==> src/rtl/mix_columns_seq_pkg.sv <==
// AES GF(2^8) helpers and shared types for the iterative MixColumns engine.
package aes_pkg;

    localparam logic [7:0] AES_POLY = 8'h1B;

    typedef logic [7:0]  byte_t;
    typedef logic [31:0] column_t;

    typedef enum logic [1:0] {
        IDLE,
        BUSY,
        DONE
    } mixcol_state_t;

    function automatic byte_t xtime(input byte_t b);
        return {b[6:0], 1'b0} ^ (b[7] ? AES_POLY : 8'h00);
    endfunction

    function automatic byte_t gf_mul2(input byte_t b);
        return xtime(b);
    endfunction

    function automatic byte_t gf_mul3(input byte_t b);
        return xtime(b) ^ b;
    endfunction

    function automatic byte_t gf_mul9(input byte_t b);
        return xtime(xtime(xtime(b))) ^ b;
    endfunction

    function automatic byte_t gf_mulb(input byte_t b);
        return xtime(xtime(xtime(b))) ^ xtime(b) ^ b;
    endfunction

    function automatic byte_t gf_muld(input byte_t b);
        return xtime(xtime(xtime(b))) ^ xtime(xtime(b)) ^ b;
    endfunction

    function automatic byte_t gf_mule(input byte_t b);
        return xtime(xtime(xtime(b))) ^ xtime(xtime(b)) ^ xtime(b);
    endfunction

endpackage

==> src/rtl/mix_columns_seq_single_column.sv <==
// Combinational MixColumns of one 32-bit column (byte r=0 at MSB).
// MIX_INV_EN: when defined, the inverse input selects InvMixColumns.
module mix_single_column
    import aes_pkg::*;
(
    input  column_t col_in,
    input  logic    inverse,
    output column_t col_out
);

    function automatic byte_t fwd_row(input byte_t x0, input byte_t x1,
                                      input byte_t x2, input byte_t x3);
        return gf_mul2(x0) ^ gf_mul3(x1) ^ x2 ^ x3;
    endfunction

    byte_t   a0, a1, a2, a3;
    column_t fwd_col;

    assign {a0, a1, a2, a3} = col_in;
    assign fwd_col = {fwd_row(a0, a1, a2, a3), fwd_row(a1, a2, a3, a0),
                      fwd_row(a2, a3, a0, a1), fwd_row(a3, a0, a1, a2)};

`ifdef MIX_INV_EN
    function automatic byte_t inv_row(input byte_t x0, input byte_t x1,
                                      input byte_t x2, input byte_t x3);
        return gf_mule(x0) ^ gf_mulb(x1) ^ gf_muld(x2) ^ gf_mul9(x3);
    endfunction

    column_t inv_col;
    assign inv_col = {inv_row(a0, a1, a2, a3), inv_row(a1, a2, a3, a0),
                      inv_row(a2, a3, a0, a1), inv_row(a3, a0, a1, a2)};

    // Select transform direction for this block
    always_comb begin
        col_out = inverse ? inv_col : fwd_col;
    end
`else
    logic unused_inverse;
    assign unused_inverse = inverse;

    // Forward transform only
    always_comb begin
        col_out = fwd_col;
    end
`endif

endmodule

==> src/rtl/mix_columns_seq.sv <==
// Iterative AES MixColumns engine: COLS_PER_CYCLE columns per clock, valid/ready
// handshakes on both sides. MIX_INV_EN: enables per-block InvMixColumns via i_inverse.
module mix_columns_seq
    import aes_pkg::*;
#(
    parameter int unsigned COLS_PER_CYCLE = 1
) (
    input  logic         clk,
    input  logic         n_rst,
    input  logic [127:0] i_data,
    input  logic         i_valid,
    input  logic         i_inverse,
    output logic         o_ready,
    output logic [127:0] o_data,
    output logic         o_valid,
    input  logic         i_ready
);

    if (COLS_PER_CYCLE != 1 && COLS_PER_CYCLE != 2 && COLS_PER_CYCLE != 4) begin : g_bad_cpc
        $error("mix_columns_seq: COLS_PER_CYCLE must be 1, 2 or 4");
    end

    // Counter step and last start column; for CPC=4 both truncate to 0 in 2 bits
    localparam logic [1:0] CNT_STEP = 2'(COLS_PER_CYCLE);
    localparam logic [1:0] CNT_LAST = 2'(4 - COLS_PER_CYCLE);

    mixcol_state_t state, state_next;
    logic [1:0]    cnt;
    column_t       work [4];
    logic          mode;
    logic          accept;

    logic [1:0]    col_idx [COLS_PER_CYCLE];
    column_t       mixed   [COLS_PER_CYCLE];

    assign accept  = (state == IDLE) && i_valid;
    assign o_ready = (state == IDLE);
    assign o_valid = (state == DONE);

    for (genvar g = 0; g < COLS_PER_CYCLE; g++) begin : g_col
        assign col_idx[g] = cnt + 2'(g);

        mix_single_column u_col (
            .col_in  (work[col_idx[g]]),
            .inverse (mode),
            .col_out (mixed[g])
        );
    end

`ifdef MIX_INV_EN
    // Mode register: direction sampled once per block at accept
    always_ff @(posedge clk or negedge n_rst) begin
        if (!n_rst) begin
            mode <= 1'b0;
        end else if (accept) begin
            mode <= i_inverse;
        end
    end
`else
    logic unused_inverse;
    assign unused_inverse = i_inverse;
    assign mode = 1'b0;
`endif

    // State register
    always_ff @(posedge clk or negedge n_rst) begin
        if (!n_rst) begin
            state <= IDLE;
        end else begin
            state <= state_next;
        end
    end

    // Next-state logic
    always_comb begin
        state_next = state;
        case (state)
            IDLE:    if (i_valid) state_next = BUSY;
            BUSY:    if (cnt == CNT_LAST) state_next = DONE;
            DONE:    if (i_ready) state_next = IDLE;
            default: state_next = IDLE;
        endcase
    end

    // Column counter: wraps back to 0 on the last BUSY cycle
    always_ff @(posedge clk or negedge n_rst) begin
        if (!n_rst) begin
            cnt <= '0;
        end else if (state == BUSY) begin
            cnt <= cnt + CNT_STEP;
        end
    end

    // Work register: load on accept, in-place column write-back while BUSY
    always_ff @(posedge clk or negedge n_rst) begin
        if (!n_rst) begin
            for (int unsigned c = 0; c < 4; c++) work[c] <= '0;
        end else if (accept) begin
            for (int unsigned c = 0; c < 4; c++) work[c] <= i_data[127 - 32*c -: 32];
        end else if (state == BUSY) begin
            for (int unsigned g = 0; g < COLS_PER_CYCLE; g++) work[col_idx[g]] <= mixed[g];
        end
    end

    // Output state is the work register, column 0 at the MSB
    always_comb begin
        o_data = '0;
        for (int unsigned c = 0; c < 4; c++) o_data[127 - 32*c -: 32] = work[c];
    end

endmodule

==> config.mk <==
export PLATFORM = sky130hd
export DESIGN_NAME = mix_columns_seq
export DESIGN_NICKNAME = d
export VERILOG_FILES = /design/src/rtl/mix_columns_seq_pkg.sv /design/src/rtl/mix_columns_seq_single_column.sv /design/src/rtl/mix_columns_seq.sv
export SDC_FILE = /design/constraint.sdc
export NUM_CORES = 1
export LEC_CHECK = 0
export BUFFER_PORTS_ARGS = -buffer_cell sky130_fd_sc_hd__buf_2
export CAP_MARGIN = 20
export CORE_UTILIZATION = 30
export CTS_CLUSTER_SIZE = 16
export DETAILED_ROUTE_END_ITERATION = 8
export GPL_TIMING_DRIVEN = 0
export PLACE_DENSITY_LB_ADDON = 0.12
export SKIP_CTS_REPAIR_TIMING = 1
export SLEW_MARGIN = 10
export SYNTH_ARGS = -nofsm -noshare
export SYNTH_HDL_FRONTEND = slang
export SYNTH_SLANG_ARGS = --single-unit
==> constraint.sdc <==
create_clock -name clk -period 4.7 [get_ports clk]
set_input_delay 0.94 -clock clk [delete_from_list [all_inputs] [get_ports clk]]
set_output_delay 0.94 -clock clk [all_outputs]
set_load 0.01 [all_outputs]
# Word-level counts from Yosys, hierarchy flattened

Cells that the tools add are included.

Logic and storage cells: 57
Bits of input ports: 133
Register bits: 132
Output and inout port bits: 130

Bitwise logic cells: 21
Eq/ne operators: 6
Multiplexer cells: 16
Magnitude comparators: 2
Reductions and logical operators: 5
$add $sub $neg: 1

Operators with widths:

| operator                                                    | number |
|---|---|
| two-way mux 128 bit                                         | 2 |
| XOR 8 bit                                                   | 19 |
| bitwise mux 128 bit                                         | 1 |
| two-way mux 32 bit                                          | 3 |
| binary-select mux 32 bit (select 2 bit)                     | 1 |
| demux 32 bit (select 2 bit)                                 | 1 |
| two-way mux 5 bit                                           | 4 |
| XOR 8 x 5 -> 8 bit                                          | 1 |
| two-way mux 2 bit                                           | 3 |
| one-hot mux 2 bit (3 select lines)                          | 1 |
| equality test 2 bit (second input constant)                 | 2 |
| inequality test 2 bit (second input constant)               | 2 |
| greater-or-equal comparator 3 bit (second input constant)   | 1 |
| less-than comparator 3 x 1 -> 1 bit (second input constant) | 1 |
| NOT 2 -> 3 bit                                              | 1 |
| AND reduction 3 bit                                         | 1 |
| adder 2 x 1 -> 2 bit (second input constant)                | 1 |
| equality test 2 x 1 -> 1 bit (second input constant)        | 1 |
| logical AND 1 bit                                           | 2 |
| zero test 2 bit                                             | 1 |
| inequality test 2 x 1 -> 1 bit (second input constant)      | 1 |
| nonzero test 2 bit                                          | 1 |

# Depth between registers and ports, before layout

Gate-level depths: netlist of the first run.

Word-level depth: 13
Gate-level depth with buffers: 9
Depth with buffers taken out: 5

# Hierarchy

From an unflattened synthesis of the first run, not the netlist that was laid out.

Cells, all modules: 588
Area total of the unflattened synthesis: 8171.6 um^2

By module, submodules not included:

| module            | area an instance (um^2) | cells each | sequential area each (um^2) | times used |
|---|---|---|---|---|
| mix_columns_seq   | 6901.6                  | 515        | 3303.2                      | 1 |
| mix_single_column | 1270.0                  | 73         | 0.0                         | 1 |

# Worst setup path before layout of the first run

OpenSTA, ideal clock, no wires.

Kind: flip-flop to flip-flop
Start: reg cnt[0]
End: reg work (netlist bit o_data[116])
Slack: 2440 ps
Setup time: 77 ps
Data required time: 4623 ps
Arrival: 2183 ps
Path buffers: 3
Cell stages (with the launch flop): 8
Clock period less this slack: 2260 ps
Path through: dfrtp_1 -> buf_6 -> buf_12 -> buf_12 -> mux4_2 -> xor2_1 -> xnor3_1 -> o21ai_1

Cells in the longest elaborated chain, start to end: 13
Elaborated cells on any way between the ends: 20
Classes of those cells: order compare: 2; mux: 10; bitwise: 7; reduce/logical: 1

Ends and longest elaborated chain:

| what                                                   | RTL line                                      | source |
|---|---|---|
| start, declared                                        | mix_columns_seq.sv:28                         | `logic [1:0] cnt;` |
| start signal, assigned                                 | mix_columns_seq.sv:90                         | `cnt <= cnt + CNT_STEP;` |
| NOT 2 -> 3 bit (implied by the code) *                 | mix_columns_seq.sv:44, mix_columns_seq.sv:101 |  |
| binary-select mux 32 bit (select 2 bit)                | mix_columns_seq.sv:44                         | `.col_in (work[col_idx[g]]),` |
| two-way mux 32 bit (implied by the code) (2 in series) | mix_columns_seq.sv:44                         |  |
| two-way mux 5 bit                                      | mix_columns_seq_pkg.sv:16                     | `return {b[6:0], 1'b0} ^ (b[7] ? AES_POLY : 8'h00);` |
| XOR 8 x 5 -> 8 bit                                     | mix_columns_seq_pkg.sv:16                     |  |
| XOR 8 bit                                              | mix_columns_seq_pkg.sv:24                     | `return xtime(b) ^ b;` |
| XOR 8 bit (3 in series)                                | mix_columns_seq_single_column.sv:13           | `return gf_mul2(x0) ^ gf_mul3(x1) ^ x2 ^ x3;` |
| bitwise mux 128 bit *                                  | mix_columns_seq.sv:101                        | `for (int unsigned g = 0; g < COLS_PER_CYCLE; g++) work[col_idx[g]] <= mixed[g];` |
| two-way mux 128 bit *                                  | mix_columns_seq.sv:100                        | `end else if (state == BUSY) begin` |
| two-way mux 128 bit *                                  | mix_columns_seq.sv:98                         | `end else if (accept) begin` |
| end, declared                                          | mix_columns_seq.sv:29                         | `column_t work [4];` |

Every way passes the cells marked *; elsewhere a longest branch is shown, timed or not. The select of a mux whose other input is x is not followed.
A chain may end at the register's enable or synchronous reset.

# Worst setup path in the final report of the first run

Start: reg cnt[1]
End: reg work (netlist bit o_data[82])

Cells in the longest elaborated chain, start to end: 12
Elaborated cells on any way between the ends: 18
Classes of those cells: order compare: 2; mux: 8; bitwise: 7; reduce/logical: 1

Ends and longest elaborated chain:

| what                                                   | RTL line |
|---|---|
| NOT 2 -> 3 bit (implied by the code) *                 | mix_columns_seq.sv:44, mix_columns_seq.sv:101 |
| binary-select mux 32 bit (select 2 bit)                | mix_columns_seq.sv:44 |
| two-way mux 32 bit (implied by the code) (2 in series) | mix_columns_seq.sv:44 |
| XOR 8 x 5 -> 8 bit                                     | mix_columns_seq_pkg.sv:16 |
| XOR 8 bit                                              | mix_columns_seq_pkg.sv:24 |
| XOR 8 bit (3 in series)                                | mix_columns_seq_single_column.sv:13 |
| bitwise mux 128 bit *                                  | mix_columns_seq.sv:101 |
| two-way mux 128 bit *                                  | mix_columns_seq.sv:100 |
| two-way mux 128 bit *                                  | mix_columns_seq.sv:98 |

Marks and branches as above.

==> results of run 1 <==
## per-stage QoR
step	worst slack [ns]	utilization
finish	1.33	0.401
global route	1.19	0.401
floorplan	2.44	-
CTS	1.39	0.401
global placement	0.648	0.375
detailed placement	1.38	0.376
## layout make-up
cell class / count / area share
diodes: 3 / 0.000772
plain buffers: 49 / 0.0251
clock buffers: 20 / 0.0470
clock inverters: 9 / 0.0135
inverters: 4 / 0.00154
multi-input cells: 386 / 0.392
flip-flops and latches: 132 / 0.340
well taps: 324 / 0.0417
repair buffers: 262 / 0.138
## layer usage
| layer | global-route usage | share of wire |
|---|---|---|
| met2 | 0.394 | 0.48 |
| met3 | 0.0447 | 0.063 |
| met1 | 0.351 | 0.45 |
| met5 | 0 | 0 |
| met4 | 0.0627 | 0.014 |
## sequential cells by signal, indices dropped and copies added, names as in the netlist
| signal | cells |
|---|---|
| o_data | 128 |
| cnt | 2 |
| state | 2 |
## placed cells by master, fill, tap and decap left out, types with 3 or more instances in the layout
| cell | count |
|---|---|
| clkbuf_16 | 17 |
| a22oi_1 | 128 |
| clkbuf_1 | 39 |
| xnor3_1 | 37 |
| bufinv_16 | 3 |
| buf_2 | 264 |
| clkinvlp_4 | 3 |
| mux4_2 | 32 |
| xor2_1 | 16 |
| a21oi_1 | 4 |
| dfrtp_1 | 132 |
| xnor2_2 | 5 |
| inv_1 | 4 |
| ha_1 | 4 |
| xor3_1 | 6 |
| xnor2_1 | 10 |
| diode_2 | 3 |
| o21ai_1 | 128 |
| nand2_1 | 5 |
## worst max-delay path: cells and delay by family (launching register included)
family	cells	cell delay (ns)
adder cells (fa/ha/maj)	1	0.22
buffers and inverters	5	1.74
flip-flops	1	0.37
AO/OA/AOI/OAI	3	0.94
## how the worst min path moves through the flow
stage / endpoint / slack, ns / depth (start not counted)
after floorplan: state[0] / 0.47 / 1
after global placement: o_data[29] / 0.52 / 2
after detailed placement: o_data[47] / 0.52 / 2
after CTS: state[1] / 0.47 / 1
after global routing: state[1] / 0.47 / 1
final: state[1] / 0.44 / 1
## kinds of logic after synthesis
logic type / after synthesis
compound gates: 262
xor+xnor: 77
fa+ha+maj: 4
buf+inv: 53
flops: 132
mux: 33
simple gates: 10
==> impl_metrics.json, run 1 <==
{
  "status": "complete, no violations",
  "drive_gt1_frac": 0.394,
  "syn_nets": 708,
  "clk_pin_slew_ns": 0.06,
  "final_cells": 1189,
  "r2r_setup_slack_ns": 1.33,
  "worstMarginPinSlew_ns": 0.907,
  "rsz0062_at_grt": "false",
  "crit_start": "cnt[1]",
  "maxCapViolations": 0,
  "reg2reg_from": "cnt[1]",
  "final_nets": 989,
  "postRouteAntennaNets": 0,
  "synth_seq_cells": 132,
  "pin_count": 263,
  "min_path_type": "input port to asynchronous set/reset pin",
  "start_util": 0.304,
  "worst_r2r_path_depth": 9,
  "h-tree-depth": 4,
  "core_area_sq_um": 24200,
  "initialDrtViolationCount": 497,
  "setup_viol": 0,
  "grt_max_degree": 74,
  "place_area_sq_um": 9130,
  "worstPathMaxFanout": 10,
  "die-height_um": 159,
  "clkSinkCount": 132,
  "synth_xor_area_frac": 0.184,
  "netlist.area_leader.share": 0.448,
  "overflow": 0,
  "nFillCells": 2459,
  "finalWirelength_mm": 30.8,
  "dpl.cell_count": 1157,
  "crit_chain": "buf_2 > buf_4 > buf_2 > inv_1 > ha_1 > a21oi_1 > clkbuf_1 > a22oi_1 > o21ai_1",
  "synth_top_family_by_area": "compound AO/OA/AOI/OAI gates",
  "fin_setup_tns_ns": 0,
  "async_flop_share": 1.00,
  "avgRoutedWirePerCell_um": 25.9,
  "maxSlewViolCount": 0,
  "worstPathRequired_ns": 5.04,
  "fin_area_sq_um": 9720,
  "yosysTopAreaCell": "dfrtp_1",
  "cts_tree": "yes",
  "vias": 6396,
  "syn_to_final_growth_pct": 31.8,
  "synth_cell_types": 28,
  "end_kind": "flop",
  "synth.area.top_cells": "dfrtp_1 (45%), a22oi_1 (13%), xnor3_1 (11%), mux4_2 (9.8%), o21ai_1 (8.7%)",
  "worstPathArrival_ns": 3.71,
  "synthSimpleGateAreaFrac": 0.00628,
  "fin_skew_ns": 0.00859,
  "synth_edf_count": 0,
  "dieArea_sq_um": 25200,
  "synth_ff_type": "dfrtp_1",
  "synth_fa_ha_area_frac": 0.00678,
  "post-route-drc-count": 0,
  "worst_path_largest_cell_delay_ns": 0.68,
  "grt_pass1_vias": 6696,
  "synth_most_common_cell": "dfrtp_1",
  "syn_area_sq_um": 7380,
  "numCtsBuffers": 17,
  "min_period_ns": 3.37,
  "syn_area_per_cell_sq_um": 12.9,
  "period_share": 0.717,
  "clockRootBuffer": "clkbuf_16",
  "clockBufferDepth": 2,
  "regToRegEndpoint": "o_data[82]",
  "antenna_found_initial": 3,
  "start_kind": "flop",
  "crit_type": "flop to flop",
  "place_congestion": 0.830,
  "die_x_um": 159,
  "rows": 57,
  "cp_common_cell": "buf_2",
  "slowest_stage": "a21oi_1",
  "synth.area.mux_share": 0.0991,
  "synth_warnings": 0,
  "grt_usage": 0.249,
  "endpoint": "o_data[82]",
  "seq_area_frac_synth": 0.448,
  "clkLatencyLatePin_ns": 0.42,
  "dp.final_hpwl_mm": 22.7,
  "grt_pass1_wl_mm": 45.3,
  "finalHoldViolCount": 0,
  "ys_top_cells_by_count": "dfrtp_1 (132), a22oi_1 (128), o21ai_1 (128)",
  "relSlewSlack": 0.395,
  "hold_ws_ns": 0.435,
  "synth-compound-area-share": 0.221,
  "multi_input_area_sq_um": 3810,
  "max_freq_mhz": 297,
  "drt_pre_antenna_iters": 5,
  "viasPerCell": 5.38,
  "seqCellArea_sq_um": 3300,
  "syn-instance-count": 571,
  "io_buffers": 261
}
Power of run 1 is not shown: default switching activity piles up to over one toggle a cycle in this logic, so the estimate is an artifact.
==> run 2: changes to the inputs <==
clock period = 3.12 ns   (was 4.7 ns; I/O delays follow)
==> run 2 against run 1 <==
  * Maximum frequency up 14%
  * Sequential share of layout area down 0.10 points
  * Highest routed layer unchanged
  * Clock skew about the same
  * Critical path depth down 2
  * First-iteration DRC count up 8.5%
  * Final area up 0.30%
  * Via count up 0.84%
  * Clock-buffer cell count unchanged
  * Die area unchanged
==> impl_metrics.json, run 2 (same netlist as run 1, synthesis figures left out) <==
{
  "endpoint": "o_data[118]",
  "finalWirelength_mm": 30.8,
  "clockBufferDepth": 2,
  "fin_setup_tns_ns": 0,
  "multi_input_area_sq_um": 3830,
  "dp.final_hpwl_mm": 22.7,
  "overflow": 0,
  "pin_count": 263,
  "fin_skew_ns": 0.00907,
  "final_util": 0.402,
  "die_x_um": 159,
  "grt_max_degree": 74,
  "die-height_um": 159,
  "max_freq_mhz": 339,
  "worst_r2r_path_depth": 7,
  "final_nets": 989,
  "worst_path_largest_cell_delay_ns": 0.59,
  "antenna_found_initial": 3,
  "min_period_ns": 2.95,
  "h-tree-depth": 4,
  "regToRegEndpoint": "o_data[118]",
  "drive_gt1_frac": 0.405,
  "core_area_sq_um": 24200,
  "final_common_cell": "buf_2",
  "rsz0062_at_grt": "false",
  "finalHoldViolCount": 0,
  "setup_viol": 0,
  "place_congestion": 0.830,
  "initialDrtViolationCount": 539,
  "status": "complete, no violations",
  "io_buffers": 261,
  "viasPerCell": 5.42,
  "nFillCells": 2450,
  "worstPathRequired_ns": 3.46,
  "postRouteAntennaNets": 0,
  "r2r_setup_slack_ns": 0.17,
  "worstPathMaxFanout": 10,
  "slowest_stage": "xnor3_1",
  "grt_pass1_vias": 6696,
  "start_kind": "flop",
  "vias": 6450,
  "avgRoutedWirePerCell_um": 25.9,
  "drt_pre_antenna_iters": 5,
  "seqCellArea_sq_um": 3300,
  "worstPathArrival_ns": 3.29,
  "end_kind": "flop",
  "layout_common_cells": "buf_2 (263), dfrtp_1 (132), a22oi_1 (128), o21ai_1 (128), xnor3_1 (37)",
  "start_util": 0.304,
  "syn_to_final_growth_pct": 32.2,
  "period_share": 0.946,
  "relSlewSlack": 0.410,
  "crit_chain": "buf_2 > buf_4 > clkbuf_4 > mux4_2 > xor2_2 > xnor3_1 > o21ai_1",
  "largest_reg_flops": 128,
  "cts_tree": "yes",
  "numCtsBuffers": 17,
  "clkLatencyLatePin_ns": 0.42,
  "crit_start": "cnt[1]",
  "path_buf_inv": 3,
  "grt_pass1_wl_mm": 45.3,
  "grt_usage": 0.249,
  "reg2reg_from": "cnt[1]",
  "post-route-drc-count": 0,
  "cp_top_family": "buffers and inverters",
  "clkSinkCount": 132,
  "min_path_type": "input port to asynchronous set/reset pin",
  "clk_pin_slew_ns": 0.06,
  "clockRootBuffer": "clkbuf_16",
  "cp_num_cells": 7,
  "dieArea_sq_um": 25200,
  "rows": 57,
  "worstMarginPinSlew_ns": 0.885,
  "maxSlewViolCount": 0,
  "maxCapViolations": 0,
  "crit_type": "flop to flop"
}
-- run 2: changes by cell type in the layout (fill, tap and decap cells not counted) --
cell      change
xor2_1        -2
clkbuf_1      -6
a21oi_2       +1
clkbuf_4      +1
a21oi_1       -1
buf_2         -1
clkbuf_2      +6
xor2_2        +2
-- run 2: cell type report --
class / count / area share
plain buffers: 49 / 0.0260
diodes: 3 / 0.000770
multi-input cells: 386 / 0.393
clock buffers: 20 / 0.0468
well taps: 324 / 0.0416
repair buffers: 262 / 0.138
clock inverters: 9 / 0.0135
flip-flops and latches: 132 / 0.339
inverters: 4 / 0.00154
-- run 2: how the worst min path moves through the flow --
| stage | slack (ns) | startpoint | depth (start not counted) | endpoint |
|---|---|---|---|---|
| after floorplan | 0.33 | n_rst | 0 | cnt[0] |
| after global placement | 0.52 | o_data[29] | 2 | o_data[29] |
| after detailed placement | 0.52 | o_data[47] | 2 | o_data[47] |
| after CTS | 0.15 | n_rst | 1 | state[1] |
| after global routing | 0.16 | n_rst | 1 | state[1] |
| final | 0.11 | n_rst | 1 | state[1] |
-- run 2: per-layer routing --
metal | GRT usage | up-vias | wire length (um)
met5 | 0 | - | 0
met4 | 0.0627 | 0 | 427
met3 | 0.0447 | 27 | 1910
met2 | 0.394 | 322 | 14700
met1 | 0.351 | 3303 | 13800
li1 | - | 2798 | -
-- run 2: through the flow --
stage / instance area [sq um] / worst slack, ns / std cells / hold slack (ns)
after floorplan: 7380 / 0.860 / 571 / 0.328
after global placement: 9090 / -0.616 / 1156 / 0.516
after detailed placement: 9130 / -0.167 / 1157 / 0.520
after CTS: 9710 / -0.186 / 1186 / 0.154
after global routing: 9750 / 0.0656 / 1189 / 0.157
final: 9750 / 0.168 / 1189 / 0.114
-- run 2: worst register-to-register path, stage by stage (launching register included) --
cell and delay [ns]:
dfrtp_1 0.37, buf_2 0.29, buf_4 0.33, clkbuf_4 0.35, mux4_2 0.43, xor2_2 0.34
xnor3_1 0.59, o21ai_1 0.18
Power of run 2 is left out for the same reason.
==> run 3: changes to the inputs <==
CORE_MARGIN = 3   (was not set)
clock period = 3.65 ns   (was 3.12 ns; I/O delays follow)
==> run 3 against run 2 <==
  * Non-clock buffer count unchanged
  * Die area increased by 5.1%
  * Clock-buffer cell count unchanged
  * Critical path type unchanged
  * Critical endpoint is now o_data[70]
==> impl_metrics.json, run 3 (same netlist as run 1, synthesis figures left out) <==
{
  "start_kind": "flop",
  "fin_ws_ns": 0.235,
  "die_x_um": 163,
  "largest_reg_flops": 128,
  "period_share": 0.936,
  "clockBufferDepth": 2,
  "fin_skew_ns": 0.0116,
  "nFillCells": 2418,
  "avgRoutedWirePerCell_um": 26.4,
  "die-height_um": 163,
  "layout_common_cells": "buf_2 (264), dfrtp_1 (132), a22oi_1 (128), o21ai_1 (128), clkbuf_1 (40)",
  "io_buffers": 261,
  "status": "complete, no violations",
  "worstPathArrival_ns": 3.75,
  "worstPathMaxFanout": 10,
  "pin_count": 263,
  "fin_setup_tns_ns": 0,
  "dp.final_hpwl_mm": 23.2,
  "dieArea_sq_um": 26500,
  "start_util": 0.310,
  "clkSinkCount": 132,
  "rsz0062_at_grt": "false",
  "cts_tree": "yes",
  "grt_max_degree": 72,
  "end_kind": "flop",
  "vias": 6215,
  "grt_pass1_vias": 6536,
  "viasPerCell": 5.24,
  "clockRootBuffer": "clkbuf_16",
  "overflow": 0,
  "antenna_found_initial": 1,
  "post-route-drc-count": 0,
  "worstMarginPinSlew_ns": 0.929,
  "drive_gt1_frac": 0.395,
  "max_freq_mhz": 293,
  "finalHoldViolCount": 0,
  "maxCapViolations": 0,
  "crit_type": "flop to flop",
  "final_nets": 989,
  "finalWirelength_mm": 31.3,
  "numCtsBuffers": 17,
  "drt_pre_antenna_iters": 5,
  "postRouteAntennaNets": 0,
  "final_common_cell": "buf_2",
  "setup_viol": 0,
  "clk_pin_slew_ns": 0.06,
  "initialDrtViolationCount": 427,
  "place_congestion": 0.813,
  "h-tree-depth": 4,
  "syn_to_final_growth_pct": 32.1,
  "rows": 56,
  "grt_usage": 0.236,
  "grt_pass1_wl_mm": 45.0,
  "min_period_ns": 3.42,
  "worstPathRequired_ns": 3.99,
  "dp_slack_ns": 0.282,
  "min_path_type": "input port to asynchronous set/reset pin",
  "relSlewSlack": 0.381,
  "maxSlewViolCount": 0,
  "clkLatencyLatePin_ns": 0.42,
  "core_area_sq_um": 23800
}
## run 3: cell count changes in the layout (fill, tap and decap cells not counted), sizes merged
cell	before	now
clkbuf	59	58
diode	3	1
bufinv	3	4
inv	4	5
clkinv	3	4
buf	272	273
## run 3: final cells by class
class / count / area, sq um / area share
Multi-Input combinational cell: 386 / 3810 / 0.391
Sequential cell: 132 / 3300 / 0.339
Timing Repair Buffer: 262 / 1340 / 0.138
Clock buffer: 20 / 447 / 0.0458
Tap cell: 319 / 399 / 0.0409
Buffer: 49 / 244 / 0.0250
Clock inverter: 12 / 179 / 0.0184
Inverter: 4 / 15.0 / 0.00154
Antenna cell: 1 / 2.50 / 0.000257
## run 3: worst paths after layout
| kind | startpoint | depth (start not counted) | end | slack [ns] |
|---|---|---|---|---|
| max | cnt[1] | 9 | o_data[70] | 0.23 |
| min | n_rst | 1 | state[1] | 0.25 |
| max reg2reg | cnt[1] | 9 | o_data[70] | 0.23 |
| min reg2reg | state[1] | 1 | state[0] | 0.52 |
| max in group asynchronous | n_rst | 2 | o_data[117] | 2.65 |
| min in group clk | i_ready | 2 | state[1] | 0.50 |
## run 3: per-layer routing
metal	GRT usage	wire length, um
met3	0.0435	1820
met4	0.0496	550
met1	0.334	13900
met5	0	0
met2	0.382	15000
## run 3: worst max-delay path: stages, from the launching register on
cell and delay, ns:
dfrtp_1 0.38, buf_2 0.33, buf_4 0.33, buf_2 0.40, inv_1 0.14, ha_1 0.22
a21oi_1 0.66, clkbuf_1 0.54, a22oi_1 0.18, o21ai_1 0.14
## run 3: per-stage QoR
stage	util	cell area (sq um)	std cells	hold slack, ns
3_3_place_gp	0.381	9080	1151	0.514
4_1_cts	0.409	9750	1184	0.259
2_1_floorplan	-	7380	571	0.434
5_1_grt	0.409	9750	1185	0.264
6_report	0.409	9750	1185	0.245
3_5_place_dp	0.383	9120	1152	0.515
Power of run 3 is left out for the same reason.
